===== config.mk =====
export PLATFORM = sky130hd
export DESIGN_NAME = wptr_full_flat
export DESIGN_NICKNAME = d
export VERILOG_FILES = /design/src/rtl/wptr_full_if.sv /design/src/rtl/wptr_full.sv /design/src/flat_wrapper.sv
export SDC_FILE = /design/constraint.sdc
export NUM_CORES = 1
export LEC_CHECK = 0
export BUFFER_PORTS_ARGS = -buffer_cell sky130_fd_sc_hd__buf_2
export CAP_MARGIN = 0
export CORE_MARGIN = 5
export CORE_UTILIZATION = 46
export CTS_CLUSTER_DIAMETER = 60
export DETAILED_ROUTE_END_ITERATION = 8
export GPL_ROUTABILITY_DRIVEN = 1
export PLACE_DENSITY = 0.74
export SLEW_MARGIN = 20
export SYNTH_ARGS = -nofsm -noshare
export SYNTH_HDL_FRONTEND = slang
export SYNTH_SLANG_ARGS = --single-unit

===== constraint.sdc =====
create_clock -name wclk -period 3 [get_ports wclk]
set_clock_uncertainty 0.2 [all_clocks]
set_input_delay 0.15 -clock wclk [delete_from_list [all_inputs] [get_ports wclk]]
set_output_delay 0.15 -clock wclk [all_outputs]
set_load 0.02 [all_outputs]

===== src/rtl/wptr_full_if.sv =====
// Write-side port bundle of the asynchronous FIFO.
// The producer side (master) drives the push request and supplies the
// read pointer that has already been synchronised into the write clock domain.
// The pointer/full block (slave) returns the RAM write strobe and address,
// the Gray write pointer, and the fill status.
interface wptr_full_if #(
    parameter int ADDR_SIZE = 3
);
    logic                 wpush;
    logic [ADDR_SIZE:0]   sync_rptr;
    logic                 wen;
    logic [ADDR_SIZE-1:0] waddr;
    logic [ADDR_SIZE:0]   wptr;
    logic                 wfull;
    logic                 walmost_full;
    logic [ADDR_SIZE:0]   wcount;
    logic                 wovf;

    modport master (
        output wpush,
        output sync_rptr,
        input  wen,
        input  waddr,
        input  wptr,
        input  wfull,
        input  walmost_full,
        input  wcount,
        input  wovf
    );

    modport slave (
        input  wpush,
        input  sync_rptr,
        output wen,
        output waddr,
        output wptr,
        output wfull,
        output walmost_full,
        output wcount,
        output wovf
    );
endinterface


===== src/rtl/wptr_full.sv =====
// Write-side pointer and full-flag logic of the asynchronous FIFO (wclk domain).
// Keeps a binary write pointer for RAM addressing and a Gray copy for
// crossing into the read domain. The read pointer arrives already
// synchronised into wclk. It is therefore stale, so full, almost-full and the
// count can only err on the safe side: late deassertion or over-estimation.
module wptr_full #(
    parameter int ADDR_SIZE    = 3,
    parameter int AFULL_THRESH = 6
) (
    input  logic          wclk,
    input  logic          wrst,
    wptr_full_if.slave    bus
);
    localparam int PW = ADDR_SIZE + 1;
    localparam logic [PW-1:0] AFULL_VAL = PW'(AFULL_THRESH);

    logic [PW-1:0] r_wbin;
    logic [PW-1:0] r_wptr;
    logic          r_wfull;
    logic          r_walmost_full;
    logic [PW-1:0] r_wcount;
    logic          r_wovf;

    logic          w_wen;
    logic [PW-1:0] w_wbin_next;
    logic [PW-1:0] w_wgray_next;
    logic [PW-1:0] w_rbin;
    logic [PW-1:0] w_rgray_full;
    logic [PW-1:0] w_count_next;
    logic          w_full_next;
    logic          w_afull_next;

    // A push is accepted only while the registered full flag is clear.
    assign w_wen        = bus.wpush & ~r_wfull;
    assign w_wbin_next  = r_wbin + {{ADDR_SIZE{1'b0}}, w_wen};
    assign w_wgray_next = w_wbin_next ^ (w_wbin_next >> 1);

    // Convert the synchronised Gray read pointer to binary, MSB first.
    always_comb begin
        // NOTE: default first so every bit is written on every path (no latch).
        w_rbin = '0;
        w_rbin[ADDR_SIZE] = bus.sync_rptr[ADDR_SIZE];
        for (int i = ADDR_SIZE - 1; i >= 0; i--) begin
            w_rbin[i] = w_rbin[i+1] ^ bus.sync_rptr[i];
        end
    end

    // Full when the write pointer is exactly one lap ahead of the read pointer:
    // in Gray code, that means the top two bits are inverted and the rest are equal.
    assign w_rgray_full = {~bus.sync_rptr[ADDR_SIZE:ADDR_SIZE-1],
                           bus.sync_rptr[ADDR_SIZE-2:0]};
    assign w_full_next  = (w_wgray_next == w_rgray_full);
    assign w_count_next = w_wbin_next - w_rbin;
    assign w_afull_next = (w_count_next >= AFULL_VAL);

    // Pointer and status registers; reset takes priority and clears all state.
    always_ff @(posedge wclk) begin
        // NOTE: non-blocking assignments so all registers update from pre-edge values.
        if (wrst) begin
            r_wbin         <= '0;
            r_wptr         <= '0;
            r_wfull        <= 1'b0;
            r_walmost_full <= 1'b0;
            r_wcount       <= '0;
            r_wovf         <= 1'b0;
        end else begin
            r_wbin         <= w_wbin_next;
            r_wptr         <= w_wgray_next;
            r_wfull        <= w_full_next;
            r_walmost_full <= w_afull_next;
            r_wcount       <= w_count_next;
            r_wovf         <= r_wovf | (bus.wpush & r_wfull);
        end
    end

    assign bus.wen          = w_wen;
    assign bus.waddr        = r_wbin[ADDR_SIZE-1:0];
    assign bus.wptr         = r_wptr;
    assign bus.wfull        = r_wfull;
    assign bus.walmost_full = r_walmost_full;
    assign bus.wcount       = r_wcount;
    assign bus.wovf         = r_wovf;
endmodule

===== src/flat_wrapper.sv =====
// flat-port wrapper written by rule: the top's interface ports become plain ports
module wptr_full_flat 
#(
    parameter int ADDR_SIZE    = 3,
    parameter int AFULL_THRESH = 6
)
  (wclk, wrst, bus_wpush, bus_sync_rptr, bus_wen, bus_waddr, bus_wptr, bus_wfull, bus_walmost_full, bus_wcount, bus_wovf);
  wptr_full_if #(.ADDR_SIZE(ADDR_SIZE)) bus_i ();
  input  logic wclk;
  input  logic wrst;
  input wire logic [$bits(bus_i.wpush)-1:0] bus_wpush;
  input wire logic [$bits(bus_i.sync_rptr)-1:0] bus_sync_rptr;
  output wire logic [$bits(bus_i.wen)-1:0] bus_wen;
  output wire logic [$bits(bus_i.waddr)-1:0] bus_waddr;
  output wire logic [$bits(bus_i.wptr)-1:0] bus_wptr;
  output wire logic [$bits(bus_i.wfull)-1:0] bus_wfull;
  output wire logic [$bits(bus_i.walmost_full)-1:0] bus_walmost_full;
  output wire logic [$bits(bus_i.wcount)-1:0] bus_wcount;
  output wire logic [$bits(bus_i.wovf)-1:0] bus_wovf;
  assign bus_i.wpush = bus_wpush;
  assign bus_i.sync_rptr = bus_sync_rptr;
  assign bus_wen = bus_i.wen;
  assign bus_waddr = bus_i.waddr;
  assign bus_wptr = bus_i.wptr;
  assign bus_wfull = bus_i.wfull;
  assign bus_walmost_full = bus_i.walmost_full;
  assign bus_wcount = bus_i.wcount;
  assign bus_wovf = bus_i.wovf;
  wptr_full #(.ADDR_SIZE(ADDR_SIZE), .AFULL_THRESH(AFULL_THRESH)) u_core (.wclk(wclk), .wrst(wrst), .bus(bus_i));
endmodule

==> run_results.csv <==
group,metric,value,unit
synth,synth_top_area_share,43.5,%
drt,first_pass_iters,4,
floorplan,num_rows,13,
sta,fmax,369,MHz
drt,drc,0,
synth,ys_warn_count,0,
sta,tightest_slew,0.347,ns
clock_network,cts_setup_buffers,0,
min_path,min_path_cells,3,
clock_network,cts_resized,0,
critical_path,r2r_end,"u_core.bus.walmost_full",
clock_network,cts_sinks,14,
synth,yosys.area_share.simple,13.8,%
global_routing,grt_pass1_vias,471,
clock_network,cts_tree,"yes",
synth,synth_largest_area_cell,"dfxtp_1",
synth,synth.most_common_cell,"dfxtp_1",
min_path,min_from,"bus_sync_rptr[0]",
sta,fin_crit,2.71,ns
critical_path,worstPathRequired,2.97,ns
placed_design,place_hpwl,937,um
synth,synth_compound_area_share,6.80,%
synth,syn-instance-count,62,
synth,netlist_area,644,um2
floorplan,pin_count,22,
drt,wl,1210,um
synth,yosys-top-cells-area,"dfxtp_1 43%, ha_1 9.7%, xnor2_1 9.5%",
global_routing,globalRouteTotalUtil,13.8,%
synth,synthXorXnorAreaFrac,20.2,%
placed_design,gp_congestion,0.744,
synth,synthAdderAreaFrac,12.8,%
drt,via_per_inst,4.93,
sta,hold_slack,0.00832,ns
synth,ys_ff_latch,14,
clock_network,cts_max_level,1,
synth,yosysUniqueCellTypes,21,
placed_design,pre_cts_slack,0.521,ns
sta,finalSetupViolCount,0,
critical_path,critPathKind,"input port to flop",
global_routing,grt_max_degree,15,
critical_path,crit_arrival,2.68,ns
run_status,outcome,"completed",
critical_path,r2r.worst_path.cells,8,
global_routing,antenna_found_initial,0,
final_layout,diodes,0,
power,p_leak,0.401,nW
synth,dominantRegCellSynth,"dfxtp_1",
synth,avgSynthCellArea,10.4,um2
placed_design,port_buffers,21,
sta,slew_viol_final,0,
critical_path,r2r_slack,0.53,ns
synth,synth_top_family_by_area,"XOR/XNOR gates",
synth,synth_edf_count,0,
floorplan,die_x,47.4,um
critical_path,crit_path_start_kind,"input port",
drt,num_vias,503,
critical_path,end_kind,"flop",
power,ir_drop,241,uV
global_routing,gr-total-overflow,0,
drt,routedWlPerCell,11.9,um
floorplan,core_area,0.00132,mm2
clock_network,worstSkewPairLatency,0.28,ns
final_layout,nNetsFinal,102,
clock_network,clkSlewWorstSetupHoldPaths,0.08,ns
synth,synthesis.nets,75,
min_path,holdPathEnd,"u_core.bus.wfull",
sta,slew_headroom,76.9,%
synth,synth_seq_area_share,43.5,%
run,maxCapViolations,0,
synth,synth_mux_area_share,0,%
sta,grt_setup_unrepaired,"no",
clock_network,cts_root_buf,"clkbuf_4",
synth,synthArstFlopShare,0,%
final_layout,drive_gt1_share,31.0,%
global_routing,grt_pass1_wl,1990,um
sta,fin_crit_sh,90.3,%
floorplan,start_util,48.9,%
final_layout,layout-area-overhead-vs-synth,25.2,%
critical_path,timing.rr.start,"u_core.bus.wfull",
clock_network,clockBufferDepth,2,
drt,ant_nets,0,
min_path,hp-class,"input port to flop",
clock_network,cts_made_buffers,3,
sta,fin_setup_tns,0,ns
sta,hold_violations,0,
drt,drt-initial-drc-count,4,
critical_path,crit_fanout,5,
floorplan,die_area,0.00225,mm2
sta,fin_ws,0.290,ns
power,power_per_cell_area,609,mW/mm2
synth,ys_top_cells_by_count,"14 x dfxtp_1, 10 x nor2_1, 7 x xnor2_1",
floorplan,die_y,47.4,um
[layout make-up]
cell class,count,area (um2)
fill,112,510
multi-input combinational,43,345
sequential,14,280
timing repair buffer,23,125
clock buffer,3,22.5
tap,15,18.8
inverter,4,15.0
[power by group]
part	total, W	switching, W	internal (W)	leakage (nW)
clock network	0.000102	0.0000556	0.0000465	0.0138
logic	0.000170	0.000101	0.0000681	0.272
registers	0.000220	0.00000755	0.000213	0.115
total	0.000492	0.000165	0.000327	0.401
[critical path: stages]
cell,delay [ns]
dlygate4sd3_1,0.53
buf_2,0.13
nor2b_1,0.13
ha_1,0.20
ha_1,0.22
xor2_2,0.34
ha_1,0.32
o21a_1,0.13
or4_1,0.42
o311ai_0,0.11
[timing repair]
item,4_1_cts,5_1_grt
endpoints found under the setup margin,0,0
hold buffers,2,0
hold endpoints to repair,5,0
[flip-flops by register name, summed over array words and instances (netlist names)]
| name | count |
|---|---|
| u_core.r_wbin | 3 |
| u_core.bus.wcount | 4 |
| u_core.bus.wovf | 1 |
| u_core.bus.wptr | 4 |
| u_core.bus.walmost_full | 1 |
| u_core.bus.wfull | 1 |
[cell families (layout without fill, tap and decap cells)]
group | after synthesis | in the layout
buffers and inverters | 5 | 30
AO/OA/AOI/OAI | 5 | 5
AND/OR/NAND/NOR | 18 | 18
adder cells (fa/ha/maj) | 6 | 6
flip-flops | 14 | 14
XOR/XNOR | 14 | 14
[metrics by stage]
| stage | util (%) | std cells | total power (W) | area (um2) |
|---|---|---|---|---|
| 5_1_grt | 61.3 | 102 | 0.000527 | 807 |
| 3_5_place_dp | 58.0 | 97 | 0.000395 | 764 |
| 4_1_cts | 61.3 | 102 | 0.000500 | 807 |
| 3_3_place_gp | 58.0 | 97 | 0.000393 | 764 |
| 2_1_floorplan | - | 62 | 0.000347 | 644 |
| 6_report | 61.3 | 102 | 0.000492 | 807 |
[metal layers]
layer	part of all wire (%)	track usage [%]	vias up
li1	-	-	256
met1	42	15.0	226
met2	49	21.1	17
met3	6.0	3.76	4
met4	3.3	13.3	0
met5	0	0	-
[worst max-delay path by stage]
stage	end	slack [ns]	cells after the start	startpoint
after global routing	u_core.bus.walmost_full	0.18	10	bus_wpush
after CTS	u_core.bus.walmost_full	0.29	10	bus_wpush
after global placement	u_core.bus.walmost_full	0.61	8	u_core.bus.wfull
after floorplan	u_core.bus.walmost_full	0.34	8	u_core.bus.wfull
final	u_core.bus.walmost_full	0.29	10	bus_wpush
after detailed placement	u_core.bus.walmost_full	0.52	8	u_core.bus.wfull
[layout by cell type, fill, tap and decap left out, drive strengths merged]
| cell type | count |
|---|---|
| inv | 4 |
| a2111oi | 1 |
| buf | 21 |
| and2 | 1 |
| or3 | 1 |
| nand3 | 2 |
| nor2b | 2 |
| dlygate4sd3 | 2 |
| o21a | 1 |
| or4 | 1 |
| ha | 5 |
| xor2 | 7 |
| dfxtp | 14 |
| clkbuf | 3 |
| o211ai | 1 |
| nand2 | 1 |
| fa | 1 |
| a21oi | 1 |
| o311ai | 1 |
| nor2 | 10 |
| xnor2 | 7 |
Power figures use the tool's default switching activity.
